`config.mk`:
```
export PLATFORM = sky130hd
export DESIGN_NAME = dmem_access_ctrl
export DESIGN_NICKNAME = d
export VERILOG_FILES = /design/src/rtl/dmem_access_ctrl.sv
export SDC_FILE = /design/constraint.sdc
export NUM_CORES = 1
export LEC_CHECK = 0
export CORE_MARGIN = 3
export CORE_UTILIZATION = 50
export CTS_BUF_LIST = sky130_fd_sc_hd__clkbuf_8
export CTS_CLUSTER_DIAMETER = 200
export CTS_CLUSTER_SIZE = 20
export DETAILED_ROUTE_END_ITERATION = 12
export GPL_TIMING_DRIVEN = 1
export PLACE_DENSITY_LB_ADDON = 0.05
export SETUP_SLACK_MARGIN = 0.02
export SLEW_MARGIN = 40
export SYNTH_ARGS = -nofsm -noshare
export SYNTH_HDL_FRONTEND = slang
export SYNTH_SLANG_ARGS = --single-unit
```
`constraint.sdc`:
```
create_clock -name clk -period 3.15 [get_ports clk]
set_input_delay 0.63 -clock clk [delete_from_list [all_inputs] [get_ports clk]]
set_output_delay 0.63 -clock clk [all_outputs]
set_load 0.01 [all_outputs]
```
`src/rtl/dmem_access_ctrl.sv`:
```
// Data-memory access sequencer: issues loads/stores to a stalling memory, freezes the
// pipeline until done, captures load data, tracks hit/miss counts and sticky faults.
module dmem_access_ctrl #(
    parameter int unsigned TIMEOUT = 64,
    parameter int unsigned CNT_W   = 16
) (
    input  logic             clk,
    input  logic             rst,
    input  logic             req_rd,
    input  logic             req_wr,
    input  logic [15:0]      req_addr,
    input  logic [15:0]      req_wdata,
    input  logic             halt,
    input  logic             mem_stall,
    input  logic             mem_done,
    input  logic [15:0]      mem_rdata,
    input  logic             mem_err,
    input  logic             mem_hit,
    output logic             mem_rd,
    output logic             mem_wr,
    output logic [15:0]      mem_addr,
    output logic [15:0]      mem_wdata,
    output logic             mem_dump,
    output logic             pipe_stall,
    output logic [15:0]      rdata,
    output logic             rdata_valid,
    output logic             fault,
    output logic [CNT_W-1:0] hit_cnt,
    output logic [CNT_W-1:0] miss_cnt
);

    localparam int unsigned TW = $clog2(TIMEOUT + 1);
    localparam logic [TW-1:0] TmoLast = TW'(TIMEOUT - 1);

    typedef enum logic [2:0] {
        StIdle,
        StIssue,
        StWait,
        StResp,
        StDump,
        StHalted,
        StFault
    } state_e;

    state_e           r_state;
    logic             r_is_rd;
    logic [TW-1:0]    r_tmo;
    logic [15:0]      r_addr;
    logic [15:0]      r_wdata;
    logic [15:0]      r_rdata;
    logic [CNT_W-1:0] r_hit;
    logic [CNT_W-1:0] r_miss;
    logic             w_req;
    logic             w_busy;

    always_ff @(posedge clk or negedge rst) begin
        if (!rst) begin
            r_state <= StIdle;
            r_is_rd <= 1'b0;
            r_tmo   <= '0;
            r_addr  <= '0;
            r_wdata <= '0;
            r_rdata <= '0;
            r_hit   <= '0;
            r_miss  <= '0;
        end else begin
            unique case (r_state)
                StIdle: begin
                    if (req_rd && req_wr) begin
                        r_state <= StFault;
                    end else if (req_rd || req_wr) begin
                        if (!mem_stall) begin
                            r_addr  <= req_addr;
                            r_wdata <= req_wdata;
                            r_is_rd <= req_rd;
                            r_state <= StIssue;
                        end
                    end else if (halt) begin
                        r_state <= StDump;
                    end
                end
                StIssue: begin
                    r_tmo   <= '0;
                    r_state <= mem_err ? StFault : StWait;
                end
                StWait: begin
                    // A completion in the last permitted cycle beats the timeout.
                    if (mem_done) begin
                        if (r_is_rd) begin
                            r_rdata <= mem_rdata;
                        end
                        if (mem_hit) begin
                            if (r_hit != {CNT_W{1'b1}}) r_hit <= r_hit + 1'b1;
                        end else begin
                            if (r_miss != {CNT_W{1'b1}}) r_miss <= r_miss + 1'b1;
                        end
                        r_state <= mem_err ? StFault : StResp;
                    end else if (r_tmo == TmoLast) begin
                        r_state <= StFault;
                    end else begin
                        r_tmo <= r_tmo + 1'b1;
                    end
                end
                StResp:   r_state <= StIdle;
                StDump:   r_state <= StHalted;
                StHalted: r_state <= StHalted;
                StFault:  r_state <= StFault;
                default:  r_state <= StFault;
            endcase
        end
    end

    assign w_req  = req_rd || req_wr;
    assign w_busy = (r_state == StIssue) || (r_state == StWait) || (r_state == StDump) ||
                    (r_state == StHalted) || (r_state == StFault);

    // Gated by reset so a request held across reset cannot leak a stall.
    assign pipe_stall  = rst && (w_busy || ((r_state == StIdle) && w_req));
    assign mem_rd      = (r_state == StIssue) && r_is_rd;
    assign mem_wr      = (r_state == StIssue) && !r_is_rd;
    assign mem_dump    = (r_state == StDump);
    assign fault       = (r_state == StFault);
    assign rdata_valid = (r_state == StResp) && r_is_rd;
    assign mem_addr    = r_addr;
    assign mem_wdata   = r_wdata;
    assign rdata       = r_rdata;
    assign hit_cnt     = r_hit;
    assign miss_cnt    = r_miss;

endmodule

```
# Word level (Yosys, flattened, before mapping)
# Index checks and enable logic that the tools add are counted.
# totals
n_memories,0
regBits,91
elab_cells,62
out_inout_bits,86
mem_bits_ro,0
in_bits,57
ram_bits,0
latchBits,0
# op_classes
bitwise,3
reduce_logical,22
div_mod_pow,0
shifts,0
magnitude_cmp,0
n_mul,0
n_mux,12
addsub,3
n_eq_ne,14
# op_table
cell,count
adder 16 x 1 -> 16 bit (second input constant),2
!= test 16 bit (second input constant),2
2-to-1 mux 3 bit,8
one-hot mux 3 bit (5 select lines),1
2-to-1 mux 7 bit,2
one-hot mux 7 bit (2 select lines),1
AND reduction 4 bit,3
== test 3 bit (second input constant),3
AND reduction 3 bit,3
!= test 4 bit (second input constant),2
adder 7 x 1 -> 7 bit (second input constant),1
== test 7 x 6 -> 1 bit (second input constant),1
== test 3 x 2 -> 1 bit (second input constant),2
logical AND 1 bit,6
logical OR 1 bit,6
!= test 2 bit (second input constant),2
== test 3 x 1 -> 1 bit (second input constant),1
logical NOT 3 bit,1
!= test 3 bit (second input constant),1
NOT 1 bit,3
nonzero test 2 bit,1
OR reduction 2 bit,1
logical NOT 1 bit,1

# Longest topological paths before layout
# Gate-level depths: netlist of the first run.
# depth
depth_word,7
ltp_mapped,7
depth_no_buf,6

# Worst setup path before layout of the first run
# OpenSTA, ideal clock, no wires.
# synth_path
path_kind,input to register
startpoint,in req_rd
endpoint,reg r_addr[0] (netlist: mem_addr[0])
t_required_ns,3.022
n_path_buf,1
cell_stages,5
arrival_time_ns,1.743
slack_ns,1.279
setup_time_ns,0.128
cell_sequence,ha_1 nor4_1 nand2_1 buf_2 mux2_1
# synth_between
elab_chain_cells,3
word_cells_on_any_way,4
classes_between,bitwise: 1; reduce/logical: 3
# synth_rtl
item,line_no,text
start: declaration,9,"input logic req_rd,"
logical AND 1 bit,69,if (req_rd && req_wr) begin
NOT 1 bit (no line),-,
AND reduction 4 bit (no line) *,-,
end signal: assignment,73,r_addr <= req_addr;
end: declaration,48,logic [15:0] r_addr;
# Mark *: on every way between the ends. The rest lies on a longest branch, timed or not.
# A chain may end at the register's enable or synchronous reset.

# Worst setup path after layout of the first run
# layout_path
startpoint,in req_rd
endpoint,out pipe_stall
# layout_between
elab_chain_cells,4
# layout_rtl
item,line_no,text
logical OR 1 bit,113,assign w_req = req_rd || req_wr;
logical AND 1 bit,118,assign pipe_stall = rst && (w_busy || ((r_state == StIdle) && w_req));
logical OR 1 bit,118,
logical AND 1 bit,118,
end: declaration,24,"output logic pipe_stall,"
# Every way passes these cells.

==> impl_metrics.csv, run 1 <==
group,metric,value,unit
drt,ant_nets,0,
cells_and_area,multi_input_area,1740,sq um
setup_path,cp_slowest_stage_delay,0.58,ns
clocking,cts_tree,"yes",
logic_synthesis,synth_area_leaders,"dfrtp_1 56%, mux2_1 8.8%, mux2_2 5.5%",
logic_synthesis,syn_inst,329,
logic_synthesis,yosysWarnings,0,
floorplanning,core_area,7810,sq um
cells_and_area,layout-drive-gt1-share,0.104,
global_route,track_usage,0.203,
drt,vias_per_cell,5.32,
logic_synthesis,ys_async_sr_fraction,1.00,
timing,finalSetupViolations,0,
logic_synthesis,avgSynthCellArea,12.4,sq um
global_route,grt_max_degree,54,
setup_path,cp-endpoint,"pipe_stall",
run,drv_cap,0,
setup_path,r2r_start,"r_state[1]",
clocking,cts_setup_buffers,0,
cells_and_area,diodes,0,
setup_path,cp_top_family,"buffers and inverters",
global_route,grt_overflow,0,
logic_synthesis,yosys.cell_count.top_type,"dfrtp_1",
timing,period_needed,2.83,ns
drt,initialDrtViolationCount,93,
setup_path,crit_top_cell,"clkdlybuf4s50_1",
global_route,gr-usage-met2,0.346,
clocking,cts_resized,0,
placement,gp_congestion,0.830,
clocking,clockBufferDepth,2,
timing,grt_setup_unrepaired,"no",
cells_and_area,fin_nets,537,
placement,port_buffers,142,
logic_synthesis,yosys_register_bits,91,
setup_path,worst-path-stages,5,
setup_path,worstSetupStartpoint,"req_rd",
drt,drt-total-wl,9190,um
global_route,grt_pass1_vias,3025,
outcome,outcome,"finished, final reports clean",
floorplanning,die-height,96.4,um
floorplanning,start_util,0.523,
floorplanning,die_area,9290,sq um
timing,worst_slack,0.317,ns
timing,whs,0.362,ns
logic_synthesis,synth_top_cell_by_area,"dfrtp_1",
power,peakVddDrop,0.000387,V
setup_path,r2r-end,"hit_cnt[12]",
drt,drc,0,
logic_synthesis,ys_seq_area_frac,0.558,
setup_path,crit_type,"input port to primary output",
setup_path,crit_buf_inv,3,
global_route,top_usage_layer,"met2",
drt,wl_per_cell,15.8,um
clocking,h-tree-depth,3,
clocking,hold_buffers,0,
cells_and_area,regArea,2280,sq um
cells_and_area,post-route-util,0.746,
power,p_leak,2.60,nW
drt,first_pass_iters,5,
timing,clock.fmax,353,MHz
timing,relSlewSlack,0.548,
setup_path,crit_chain,"clkdlybuf4s50_1, inv_1, ha_1, a31oi_1, clkdlybuf4s50_1",
timing,tightest_slew,0.676,ns
global_route,grt_use_met3,0.0407,
setup_path,end_kind,"primary output",
power,power_density,558,nW/um^2
setup_path,arrival,2.20,ns
global_route,met1_usage,0.260,
floorplanning,ios,143,
min_path,min_path_type,"input port to asynchronous set/reset pin",
global_route,grt_pass1_wl,14700,um
setup_path,setup.worst_path.start_class,"input port",
logic_synthesis,synthDominantCellAreaShare,0.558,
setup_path,required,2.52,ns
floorplanning,placementRows,32,
logic_synthesis,netlist_area,4080,sq um
drt,num_vias,3094,
logic_synthesis,synth_common_cells,"91 x dfrtp_1, 32 x mux2_1, 20 x mux2_2, 20 x nand2_1, 19 x nand3_1",
clocking,cts_made_buffers,9,
logic_synthesis,synth_flop_cell,"dfrtp_1",
clocking,clk_pin_slew_worst_paths,0.09,ns
setup_path,reg2regPathDepth,4,
clocking,cts_root_buf,"clkbuf_8",
timing,maxSlewViolCount,0,
placement,hpwl,6900,um
cells_and_area,fillers,554,
timing,fin_crit_sh,0.899,
setup_path,crit_path_top_delay_cell,"clkdlybuf4s50_1",
cells_and_area,areaGrowthSynthToFinish,42.6,%
logic_synthesis,synth_cell_types,48,
logic_synthesis,synth_edf_count,0,
floorplanning,fp.dieW,96.4,um
timing,tns,0,ns
global_route,antenna_found_initial,0,
setup_path,path_max_fanout,3,
setup_path,regToRegSetupSlack,0.99,ns
logic_synthesis,synth_fp_nets,391,
clocking,clock_sinks,91,
timing,fin_skew,0.00954,ns
power,p_total,3.25,mW
placement,pre_cts_ws,0.343,ns
timing,hold_violations,0,
clocking,clk_latency,0.35,ns
## where the power goes
part	internal [mW]	leakage, nW	switching (mW)
clock	0.388	0.0999	0.407
combinational	0.556	1.28	0.333
sequential	1.38	1.22	0.186
total	2.33	2.60	0.925
## state kept, by name (all words and copies together) (netlist names)
| register | cells |
|---|---|
| miss_cnt | 16 |
| r_tmo | 7 |
| r_is_rd | 1 |
| rdata | 16 |
| mem_addr | 16 |
| r_state | 3 |
| mem_wdata | 16 |
| hit_cnt | 16 |
## per-stage QoR
stage | cells | cell area (sq um)
final | 582 | 5820
after global routing | 582 | 5820
after CTS | 582 | 5810
after detailed placement | 566 | 5610
after global placement | 566 | 5610
after floorplan | 329 | 4080
## cell families (layout without fill, tap and decap cells)
kind of cell             after synthesis  after routing  synth area share
flip-flops                            91             91             0.558
AO/OA/AOI/OAI                         28             28            0.0451
AND/OR/NAND/NOR                      107            107             0.160
adder cells (fa/ha/maj)                5              5            0.0153
buffers and inverters                 19            170            0.0196
XOR/XNOR                              25             25            0.0536
multiplexers                          54             54             0.148
## placed cells by master, fill, tap and decap left out, drive strengths merged, types with 5 or more instances in the layout
cell type and instances:
clkdlybuf4s50 141, dfrtp 91, mux2 52, nand2 20
nand3 20, xnor2 17, nand4 15, nor2 11
inv 10, clkbuf 10, nor4 9, xor2 8
a21oi 6, nor3 5, ha 5
## final cells by class
cell class | count | area share
multi-input cells | 219 | 0.299
repair buffers | 145 | 0.248
clock buffers | 10 | 0.0236
inverters | 9 | 0.00580
clock inverters | 6 | 0.0114
well taps | 102 | 0.0219
flip-flops and latches | 91 | 0.391
## layer usage
metal | vias to the layer above | wire length, um | part of all wire
met3 | 9 | 536 | 0.058
met2 | 82 | 4730 | 0.51
li1 | 1484 | - | -
met1 | 1519 | 3830 | 0.42
met5 | - | 0 | 0
met4 | 0 | 96 | 0.010
## how the worst min path moves through the flow
stage | endpoint | slack (ns)
global placement | r_tmo[4] | 0.47
floorplan | hit_cnt[0] | 0.33
detailed placement | r_tmo[4] | 0.47
finish | mem_wdata[3] | 0.36
global route | mem_wdata[3] | 0.40
CTS | hit_cnt[1] | 0.38
Note: power is estimated with default switching activity, not from simulation.
==> run 2, diff against run 1 <==
--- a/config.mk
+++ b/config.mk
@@ -13,8 +13,11 @@
 export DETAILED_ROUTE_END_ITERATION = 12
 export GPL_TIMING_DRIVEN = 1
 export PLACE_DENSITY_LB_ADDON = 0.05
+export REMOVE_ABC_BUFFERS = 1
 export SETUP_SLACK_MARGIN = 0.02
+export SKIP_CTS_REPAIR_TIMING = 1
 export SLEW_MARGIN = 40
 export SYNTH_ARGS = -nofsm -noshare
 export SYNTH_HDL_FRONTEND = slang
 export SYNTH_SLANG_ARGS = --single-unit
+export TNS_END_PERCENT = 50
==> run 2 against run 1 <==
Worst setup slack improved by 0.0030 ns. Final area is 0.30% lower. Highest routed layer unchanged. Die area is the same.
==> impl_metrics.csv, run 2 (synthesis results as in run 1) <==
group,metric,value,unit
cells_and_area,areaGrowthSynthToFinish,42.2,%
setup_path,crit_path_top_delay_cell,"clkdlybuf4s50_1",
cells_and_area,layout-drive-gt1-share,0.102,
clocking,clockBufferDepth,2,
global_route,grt_max_degree,61,
placement,gp_congestion,0.808,
cells_and_area,layout_commonest_cell,"clkdlybuf4s50_1",
drt,drt-total-wl,9480,um
setup_path,crit_top_cell,"clkdlybuf4s50_1",
floorplanning,placementRows,32,
floorplanning,ios,143,
timing,maxSlewViolCount,0,
setup_path,worstSetupStartpoint,"req_rd",
cells_and_area,fin_nets,538,
timing,finalSetupViolations,0,
power,p_clk_frac,0.239,
power,peakVddDrop,0.000426,V
drt,first_pass_iters,5,
floorplanning,die_area,9290,sq um
timing,fin_crit_sh,0.898,
placement,numPlacedInstances,567,
power,switching_power,912,uW
setup_path,crit_buf_inv,3,
setup_path,cp_top_family,"buffers and inverters",
timing,clock.fmax,353,MHz
floorplanning,die-height,96.4,um
cells_and_area,final_cell_mix,"141 x clkdlybuf4s50_1, 91 x dfrtp_1, 32 x mux2_1",
cells_and_area,diodes,0,
drt,wl_per_cell,16.3,um
clocking,h-tree-depth,3,
global_route,grt_pass1_vias,3043,
setup_path,end_kind,"primary output",
power,p_total,3.23,mW
timing,fin_skew,0.0129,ns
setup_path,r2r_start,"r_state[1]",
power,netSwitchingFraction,0.282,
drt,drc,0,
timing,tightest_slew,0.731,ns
timing,period_needed,2.83,ns
outcome,outcome,"finished, final reports clean",
clocking,cts_tree,"yes",
drt,initialDrtViolationCount,130,
setup_path,setup.worst_path.start_class,"input port",
setup_path,arrival,2.20,ns
timing,hold_violations,0,
run,drv_cap,0,
timing,relSlewSlack,0.513,
floorplanning,core_area,7810,sq um
clocking,clk_pin_slew_worst_paths,0.09,ns
power,p_seq_frac,0.484,
global_route,antenna_found_initial,0,
power,power_density,557,nW/um^2
setup_path,crit_type,"input port to primary output",
cells_and_area,fin_cells,582,
global_route,grt_pass1_wl,14800,um
clocking,clock_sinks,91,
clocking,clk_latency,0.35,ns
setup_path,required,2.52,ns
clocking,cts_root_buf,"clkbuf_8",
setup_path,cp_slowest_stage_delay,0.57,ns
timing,tns,0,ns
min_path,min_path_type,"input port to asynchronous set/reset pin",
power,p_leak,2.60,nW
setup_path,crit_chain,"clkdlybuf4s50_1, inv_1, ha_1, a31oi_1, clkdlybuf4s50_1",
placement,port_buffers,142,
power,comb_power_share,0.277,
drt,ant_nets,0,
setup_path,path_max_fanout,3,
floorplanning,fp.dieW,96.4,um
timing,grt_setup_unrepaired,"no",
drt,num_vias,3142,
floorplanning,start_util,0.523,
global_route,grt_overflow,0,
drt,vias_per_cell,5.40,
clocking,cts_made_buffers,9,
global_route,track_usage,0.209,
placement,hpwl,7130,um
power,internal_power,2.32,mW
-- run 2: changes by cell type in the layout (fill, tap and decap cells not counted) --
cell	previous run	this run
buf_4	4	5
clkinv_2	0	1
clkinv_4	2	1
clkinvlp_4	2	1
o31ai_1	2	3
o31ai_4	1	0
-- run 2: stage by stage --
stage / hold slack (ns) / instance area, sq um / utilization / setup WS (ns)
4_1_cts: 0.337 / 5810 / 0.744 / 0.325
3_5_place_dp: 0.476 / 5610 / 0.719 / 0.325
5_1_grt: 0.353 / 5810 / 0.744 / 0.258
3_3_place_gp: 0.470 / 5610 / 0.719 / 0.433
6_report: 0.345 / 5810 / 0.744 / 0.320
2_1_floorplan: 0.334 / 4040 / - / 0.807
-- run 2: path summary, 6_finish.rpt --
kind	to	slack (ns)	cells after the start
hold reg to reg	r_tmo[4]	0.48	1
setup / recovery	pipe_stall	0.32	5
max in group asynchronous	hit_cnt[5]	1.72	3
hold / removal	rdata[0]	0.35	2
min in group clk	r_tmo[4]	0.48	1
setup reg to reg	hit_cnt[12]	1.03	4
-- run 2: power groups by stage --
| stage | sequential, mW | clock [mW] | combinational [mW] |
|---|---|---|---|
| global route | 1.60 | 0.839 | 0.972 |
| detailed placement | 1.59 | 0 | 0.907 |
| global placement | 1.58 | 0 | 0.891 |
| CTS | 1.57 | 0.791 | 0.910 |
| finish | 1.57 | 0.772 | 0.894 |
| floorplan | 1.65 | 0 | 0.256 |
-- run 2: per-layer routing --
metal / vias up / track usage / part of all wire
met5: - / 0 / 0
met1: 1531 / 0.268 / 0.42
li1: 1487 / - / -
met4: 0 / 0.0911 / 0.020
met2: 107 / 0.342 / 0.49
met3: 17 / 0.0438 / 0.073
-- run 2: layout make-up --
type | instances | area [sq um]
clock buffer | 10 | 138
clock inverter | 5 | 55.1
fill | 582 | 2000
inverter | 9 | 33.8
multi-input combinational | 219 | 1730
sequential | 91 | 2280
tap | 102 | 128
timing repair buffer | 146 | 1450
==> run 3, diff against run 2 <==
--- a/config.mk
+++ b/config.mk
@@ -20,4 +20,3 @@
 export SYNTH_ARGS = -nofsm -noshare
 export SYNTH_HDL_FRONTEND = slang
 export SYNTH_SLANG_ARGS = --single-unit
-export TNS_END_PERCENT = 50
==> results of run 3 <==
Final layout, timing and power as in run 2 (identical DEF).
